===== src/rtl/fetch_if.sv =====
// fetch_if: bundles the instruction-memory port and the decode-side port of
// the fetch stage.
//
// Handshakes:
//   imem_req/imem_gnt   - a request transfers when imem_req and imem_gnt are
//                         both high at a rising edge. imem_gnt is ignored
//                         while imem_req is low.
//   imem_rvalid         - one in-order response per granted request. It
//                         arrives at least one cycle after its grant. There
//                         is no backpressure on this path.
//   inst_valid/inst_ready - an instruction transfers when both are high at a
//                         rising edge. inst/pc/pc4 stay stable while
//                         inst_valid is high and inst_ready is low, unless a
//                         redirect discards the instruction.
//   redirect            - single-cycle control-flow change. It overrides
//                         every other action in that cycle.
//
// Modports:
//   master - the fetch stage
//   slave  - memory, execute and decode as seen from outside
interface fetch_if;
  logic        imem_req;
  logic [31:0] imem_addr;
  logic        imem_gnt;
  logic        imem_rvalid;
  logic [31:0] imem_rdata;
  logic        redirect;
  logic [31:0] redirect_pc;
  logic        inst_valid;
  logic [31:0] inst;
  logic [31:0] pc;
  logic [31:0] pc4;
  logic        inst_ready;

  modport master (
    output imem_req, imem_addr,
    input  imem_gnt, imem_rvalid, imem_rdata,
    input  redirect, redirect_pc,
    output inst_valid, inst, pc, pc4,
    input  inst_ready
  );

  modport slave (
    input  imem_req, imem_addr,
    output imem_gnt, imem_rvalid, imem_rdata,
    output redirect, redirect_pc,
    input  inst_valid, inst, pc, pc4,
    output inst_ready
  );
endinterface


===== src/rtl/fetch.sv =====
// fetch: RV32I instruction fetch stage.
//
// This stage owns the program counter and issues word requests to
// instruction memory. Returned words are buffered with their PCs in a small
// FIFO. The FIFO head is presented to decode as inst/pc/pc4. A redirect from
// execute re-targets the PC, flushes the FIFO and marks every outstanding
// response as stale.
//
// Ports:
//   clk - rising-edge clock
//   rst - asynchronous, active-high reset
//   bus - fetch_if.master. It carries the imem request/grant/response
//         signals, the redirect inputs and the decode valid/ready port.
//
// Parameters:
//   RESET_PC   - address of the first fetch after reset
//   FIFO_DEPTH - instruction buffer depth. It is also the credit limit on
//                in-flight plus buffered instructions. Must be a power of
//                two and at least 2.
module fetch #(
  parameter logic [31:0] RESET_PC   = 32'h0000_0000,
  parameter int          FIFO_DEPTH = 4
) (
  input  logic    clk,
  input  logic    rst,
  fetch_if.master bus
);
  localparam int          PW      = $clog2(FIFO_DEPTH);
  localparam int          CW      = PW + 1;
  localparam logic [31:0] NOP     = 32'h0000_0013;
  localparam logic [CW:0] CREDITS = (CW+1)'(FIFO_DEPTH);

  logic [31:0]   fetch_pc;
  logic [CW-1:0] inflight;
  logic [CW-1:0] kill;
  logic [CW-1:0] fifo_count;
  logic [PW-1:0] tag_wr, tag_rd;
  logic [PW-1:0] fifo_wr, fifo_rd;
  logic [31:0]   tag_mem   [FIFO_DEPTH];
  logic [31:0]   fifo_pc   [FIFO_DEPTH];
  logic [31:0]   fifo_inst [FIFO_DEPTH];

  logic          grant, resp, push, pop;
  logic [CW:0]   used;
  logic          unused_rpc_lo;

  // Redirect targets are always word aligned, so the low bits are not used.
  assign unused_rpc_lo = ^bus.redirect_pc[1:0];

  always_comb begin
    used           = {1'b0, inflight} + {1'b0, fifo_count};
    // Requests depend on state, rst and redirect only, never on imem_gnt.
    bus.imem_req   = !rst && !bus.redirect && (used < CREDITS);
    bus.imem_addr  = fetch_pc;
    grant          = bus.imem_req && bus.imem_gnt;
    resp           = bus.imem_rvalid;
    // A response is buffered only if it belongs to the current path.
    push           = resp && !bus.redirect && (kill == '0);
    bus.inst_valid = (fifo_count != '0) && !bus.redirect;
    pop            = bus.inst_valid && bus.inst_ready;
    bus.inst       = bus.inst_valid ? fifo_inst[fifo_rd] : NOP;
    bus.pc         = bus.inst_valid ? fifo_pc[fifo_rd] : 32'h0;
    bus.pc4        = bus.pc + 32'd4;
  end

  // Storage arrays carry no reset. Their contents are qualified by the
  // pointers and counters below.
  always_ff @(posedge clk) begin
    if (grant) begin
      tag_mem[tag_wr] <= fetch_pc;
    end
    if (push) begin
      fifo_pc[fifo_wr]   <= tag_mem[tag_rd];
      fifo_inst[fifo_wr] <= bus.imem_rdata;
    end
  end

  always_ff @(posedge clk or posedge rst) begin
    if (rst) begin
      fetch_pc   <= RESET_PC;
      inflight   <= '0;
      kill       <= '0;
      fifo_count <= '0;
      tag_wr     <= '0;
      tag_rd     <= '0;
      fifo_wr    <= '0;
      fifo_rd    <= '0;
    end else if (bus.redirect) begin
      fetch_pc   <= {bus.redirect_pc[31:2], 2'b00};
      fifo_count <= '0;
      fifo_wr    <= '0;
      fifo_rd    <= '0;
      // A response arriving now is dropped, but it still retires its tag.
      // Every request still outstanding after this cycle becomes stale,
      // including any that were already marked stale.
      inflight   <= inflight - CW'(resp);
      kill       <= inflight - CW'(resp);
      if (resp) begin
        tag_rd <= tag_rd + PW'(1);
      end
    end else begin
      if (grant) begin
        fetch_pc <= fetch_pc + 32'd4;
        tag_wr   <= tag_wr + PW'(1);
      end
      if (resp) begin
        tag_rd <= tag_rd + PW'(1);
        if (kill != '0) begin
          kill <= kill - CW'(1);
        end
      end
      inflight <= inflight + CW'(grant) - CW'(resp);
      if (push) begin
        fifo_wr <= fifo_wr + PW'(1);
      end
      if (pop) begin
        fifo_rd <= fifo_rd + PW'(1);
      end
      fifo_count <= fifo_count + CW'(push) - CW'(pop);
    end
  end
endmodule

===== src/flat_wrapper.sv =====
// flat-port wrapper written by rule: the top's interface ports become plain ports
module fetch_flat 
#(
  parameter logic [31:0] RESET_PC   = 32'h0000_0000,
  parameter int          FIFO_DEPTH = 4
)
  (clk, rst, bus_imem_req, bus_imem_addr, bus_imem_gnt, bus_imem_rvalid, bus_imem_rdata, bus_redirect, bus_redirect_pc, bus_inst_valid, bus_inst, bus_pc, bus_pc4, bus_inst_ready);
  fetch_if bus_i ();
  input  logic clk;
  input  logic rst;
  output wire logic [$bits(bus_i.imem_req)-1:0] bus_imem_req;
  output wire logic [$bits(bus_i.imem_addr)-1:0] bus_imem_addr;
  input wire logic [$bits(bus_i.imem_gnt)-1:0] bus_imem_gnt;
  input wire logic [$bits(bus_i.imem_rvalid)-1:0] bus_imem_rvalid;
  input wire logic [$bits(bus_i.imem_rdata)-1:0] bus_imem_rdata;
  input wire logic [$bits(bus_i.redirect)-1:0] bus_redirect;
  input wire logic [$bits(bus_i.redirect_pc)-1:0] bus_redirect_pc;
  output wire logic [$bits(bus_i.inst_valid)-1:0] bus_inst_valid;
  output wire logic [$bits(bus_i.inst)-1:0] bus_inst;
  output wire logic [$bits(bus_i.pc)-1:0] bus_pc;
  output wire logic [$bits(bus_i.pc4)-1:0] bus_pc4;
  input wire logic [$bits(bus_i.inst_ready)-1:0] bus_inst_ready;
  assign bus_imem_req = bus_i.imem_req;
  assign bus_imem_addr = bus_i.imem_addr;
  assign bus_i.imem_gnt = bus_imem_gnt;
  assign bus_i.imem_rvalid = bus_imem_rvalid;
  assign bus_i.imem_rdata = bus_imem_rdata;
  assign bus_i.redirect = bus_redirect;
  assign bus_i.redirect_pc = bus_redirect_pc;
  assign bus_inst_valid = bus_i.inst_valid;
  assign bus_inst = bus_i.inst;
  assign bus_pc = bus_i.pc;
  assign bus_pc4 = bus_i.pc4;
  assign bus_i.inst_ready = bus_inst_ready;
  fetch #(.RESET_PC(RESET_PC), .FIFO_DEPTH(FIFO_DEPTH)) u_core (.clk(clk), .rst(rst), .bus(bus_i));
endmodule

===== config.mk =====
export PLATFORM = sky130hd
export DESIGN_NAME = fetch_flat
export DESIGN_NICKNAME = d
export VERILOG_FILES = /design/src/rtl/fetch_if.sv /design/src/rtl/fetch.sv /design/src/flat_wrapper.sv
export SDC_FILE = /design/constraint.sdc
export NUM_CORES = 1
export LEC_CHECK = 0
export BUFFER_PORTS_ARGS = -buffer_cell sky130_fd_sc_hd__buf_4
export CORE_ASPECT_RATIO = 1.4
export CORE_MARGIN = 8
export CORE_UTILIZATION = 45
export DETAILED_ROUTE_END_ITERATION = 10
export PLACE_DENSITY = 0.75
export SLEW_MARGIN = 20
export SYNTH_ARGS = -nofsm -noshare
export SYNTH_HDL_FRONTEND = slang
export SYNTH_SLANG_ARGS = --single-unit

===== constraint.sdc =====
create_clock -name clk -period 3 [get_ports clk]
set_input_delay 0.15 -clock clk [delete_from_list [all_inputs] [get_ports clk]]
set_output_delay 0.15 -clock clk [all_outputs]
set_load 0.05 [all_outputs]

==> impl_metrics.csv <==
group,metric,value,unit
outcome,status,"finished with violations",
outcome,failed_checks,"setup timing",
finish,nFillCells,2718,
run,maxCapViolCount,0,
worst_setup_path,crit_chain,"mux4_2 > and3_4 > ha_4 > nand4_1 > or3_4 > nor3_4 > nand4_1 > xnor2_4 > buf_6",
worst_setup_path,setup.worst_path.end_class,"output port",
placed_design,post-dp-hpwl,25.8,mm
worst_setup_path,required,2.85,ns
clocking,clock_path_buffers,3,
worst_setup_path,crit_path_max_fanout,5,
synthesis,async_flop_share,0.113,
timing,tightestPinTransition,0.867,ns
clocking,clk_pin_slew,0.06,ns
floorplan,die_h,248,um
detailed_routing,firstDrtPassIters,5,
min_path,holdPathStages,3,
worst_setup_path,r2r_slack,0.41,ns
finish,final_util,0.584,
worst_setup_path,r2r_cells,10,
worst_setup_path,r2r_start,"u_core.fifo_count[2]",
detailed_routing,viasPerCell,5.58,
finish,fin_nets,1385,
clocking,htreeDepth,2,
worst_setup_path,cp_common_cell,"nand4_1",
placed_design,io_buffers,191,
timing,setup_violations,19,
grt,track_usage,0.179,
grt,grt_max_degree,63,
power,power.density,816,mW/mm2
grt,grt_pass1_wl,62.7,mm
placed_design,globalplace.congestion,0.787,
floorplan,dieArea,0.0450,mm2
clocking,cts.sinks,415,
synthesis,synth_warnings,0,
timing,hold_viol,0,
synthesis,syn-cell-area,0.0173,mm2
synthesis,synth_common_cells,"edfxtp_1 (368), mux4_2 (71), nand2_1 (61)",
floorplan,die_w,182,um
synthesis,yosysMostFrequentCell,"edfxtp_1",
floorplan,io_pins,200,
synthesis,ys_types,59,
finish,num_antenna_cells,0,
worst_setup_path,critPathKind,"reg2out",
synthesis,synthFlopType,"edfxtp_1",
detailed_routing,wl_per_cell,22.6,um
min_path,hold_path_class,"in2reg",
min_path,holdPathEnd,"u_core.fifo_wr[0]",
worst_setup_path,cp.arrival,3.19,ns
worst_setup_path,critPathLaunchType,"flip-flop",
synthesis,yosys.area.top_type_share,0.640,
worst_setup_path,crit_path_top_delay_cell,"dfrtp_4",
timing,grt_setup_unrepaired,"true",
detailed_routing,drtAntennaViolNets,0,
power,leakagePower,8.31,nW
detailed_routing,vias,10000,
timing,finClkSkew,0.0180,ns
timing,setup_tns,-3.34,ns
synthesis,avgSynthCellArea,17.9,um2
clocking,clk-insertion-delay-late,0.53,ns
clocking,cts_tree,"yes",
finish,seqCellArea,0.0122,mm2
floorplan,rows,85,
finish,area_growth,29.0,%
synthesis,synth_edf_count,368,
finish,multi_input_comb_area,0.00503,mm2
timing,fin_crit_sh,1.11,
synthesis,synth_seq_cells,415,
finish,drive_above_1_share,0.370,
detailed_routing,drc_errors,0,
synthesis,ys_top_cells_by_area,"edfxtp_1 (64%), mux4_2 (9.3%), dfrtp_1 (6.8%), mux4_1 (3.2%), and3_1 (2.2%)",
grt,grt_pass1_vias,10700,
synthesis,synth_largest_area_cell,"edfxtp_1",
clocking,root_buffer,"clkbuf_16",
floorplan,core,0.0382,mm2
synthesis,ys_seq_area_frac,0.708,
timing,drv_slew,0,
timing,setup_ws,-0.345,ns
timing,relSlewSlack,0.422,
worst_setup_path,crit_path_max_incr_delay,0.53,ns
synthesis,syn-instance-count,968,
timing,fmax,299,MHz
grt,grt_overflow_total,0,
power,p_total,18.2,mW
power,ir_drop,0.000382,V
detailed_routing,routed_wl,40.8,mm
floorplan,start_util,0.453,
clocking,cts_buffers,39,
detailed_routing,dr.first_iter.drc_count,832,
timing,fin_crit,3.34,ns
grt,antenna_found_initial,0,
min_path,hold_start,"bus_redirect",
worst_setup_path,r2r-end,"u_core.fifo_count[2]",
[cells in the final DEF, fill, tap and decap left out, drive strengths merged, types with 4 or more instances in the layout]
master | Yosys | final
clkinv | 2 | 21
and4 | 4 | 4
nand2 | 61 | 61
edfxtp | 368 | 368
ha | 20 | 20
o21ai | 24 | 24
or3 | 5 | 5
xor2 | 28 | 28
conb | 1 | 6
mux4 | 92 | 92
dlygate4sd3 | 0 | 64
and3 | 63 | 63
nor2 | 38 | 38
a221o | 4 | 4
clkbuf | 29 | 46
buf | 23 | 267
nand2b | 4 | 4
xnor2 | 21 | 21
bufinv | 0 | 4
nor3 | 8 | 8
nor4 | 7 | 7
and2 | 11 | 11
o311ai | 8 | 8
nand3 | 24 | 24
nand4 | 13 | 13
a21oi | 6 | 6
dfrtp | 47 | 47
o211ai | 8 | 8
inv | 30 | 31
[kinds of logic (layout without fill, tap and decap cells)]
group,Yosys count,in the layout,share of synthesized area
buf+inv,85,436,0.0250
simple gates,245,245,0.0782
other cells,1,6,0.000217
flops,415,415,0.708
compound gates,56,56,0.0211
fa+ha+maj,22,22,0.0168
xor+xnor,49,49,0.0248
mux,95,95,0.126
[power breakdown]
part | switching, mW | internal [mW] | leakage, nW
clock network | 2.09 | 2.86 | 0.636
logic | 3.59 | 2.39 | 3.78
registers | 0.327 | 6.92 | 3.89
[metrics by stage]
stage	worst slack (ns)	instances	instance area, um2	hold WS (ns)
2_1_floorplan	-0.159	973	17500	0.237
3_3_place_gp	0.0468	1636	19700	0.349
3_5_place_dp	-0.0417	1636	19700	0.353
4_1_cts	-0.347	1796	22200	0.0605
5_1_grt	-0.476	1802	22300	0.100
6_report	-0.345	1802	22300	0.0993
[flip-flops by register name, summed over array words and instances (netlist names)]
name / flops
u_core.bus.imem_addr: 30
u_core.fifo_count: 3
u_core.fifo_inst: 128
u_core.fifo_pc: 120
u_core.fifo_rd: 2
u_core.fifo_wr: 2
u_core.inflight: 3
u_core.kill: 3
u_core.tag_mem: 120
u_core.tag_rd: 2
u_core.tag_wr: 2
[layer usage]
metal | up-vias | wire, um | GRT usage
met1 | 5146 | 15900 | 0.217
met2 | 385 | 21400 | 0.319
met4 | 0 | 1190 | 0.0626
met3 | 82 | 2300 | 0.0308
met5 | - | 0 | 0
li1 | 4434 | - | -
[worst max path at each step]
| stage | end | slack (ns) | from |
|---|---|---|---|
| after floorplan | bus_pc4[20] | -0.16 | u_core.fifo_count[1] |
| after global placement | bus_pc4[20] | 0.05 | u_core.fifo_rd[0] |
| after detailed placement | bus_pc4[20] | -0.04 | u_core.fifo_rd[0] |
| after CTS | bus_pc4[20] | -0.35 | u_core.fifo_rd[0] |
| after global routing | bus_pc4[20] | -0.48 | u_core.fifo_rd[0] |
| final | bus_pc4[20] | -0.34 | u_core.fifo_rd[0] |
[critical path, delay by kind of cell, from the launching register on]
| family | cells | cell delay (ns) |
|---|---|---|
| adders and majority gates | 1 | 0.13 |
| xor gates and xnor gates | 1 | 0.21 |
| buffers and inverters | 1 | 0.18 |
| and+or+nand+nor | 5 | 1.25 |
| muxes | 1 | 0.36 |
| DFF | 1 | 0.53 |
[final cells by class]
| cell class | count | area share |
|---|---|---|
| multi-input cells | 473 | 0.226 |
| repair buffers | 332 | 0.135 |
| inverters | 32 | 0.00561 |
| clock buffers | 46 | 0.0468 |
| flip-flops and latches | 415 | 0.549 |
| clock inverters | 26 | 0.0115 |
| well taps | 478 | 0.0268 |
[repair_timing]
action	4_1_cts	5_1_grt
gates resized for setup	84	25
hold buffers	64	0
buffers inserted	22	8
endpoints found under the setup margin	23	25
gates cloned	2	0
endpoints found under the hold margin	207	0
pin swaps	19	13
No activity file was read; power rests on OpenSTA's default activity.
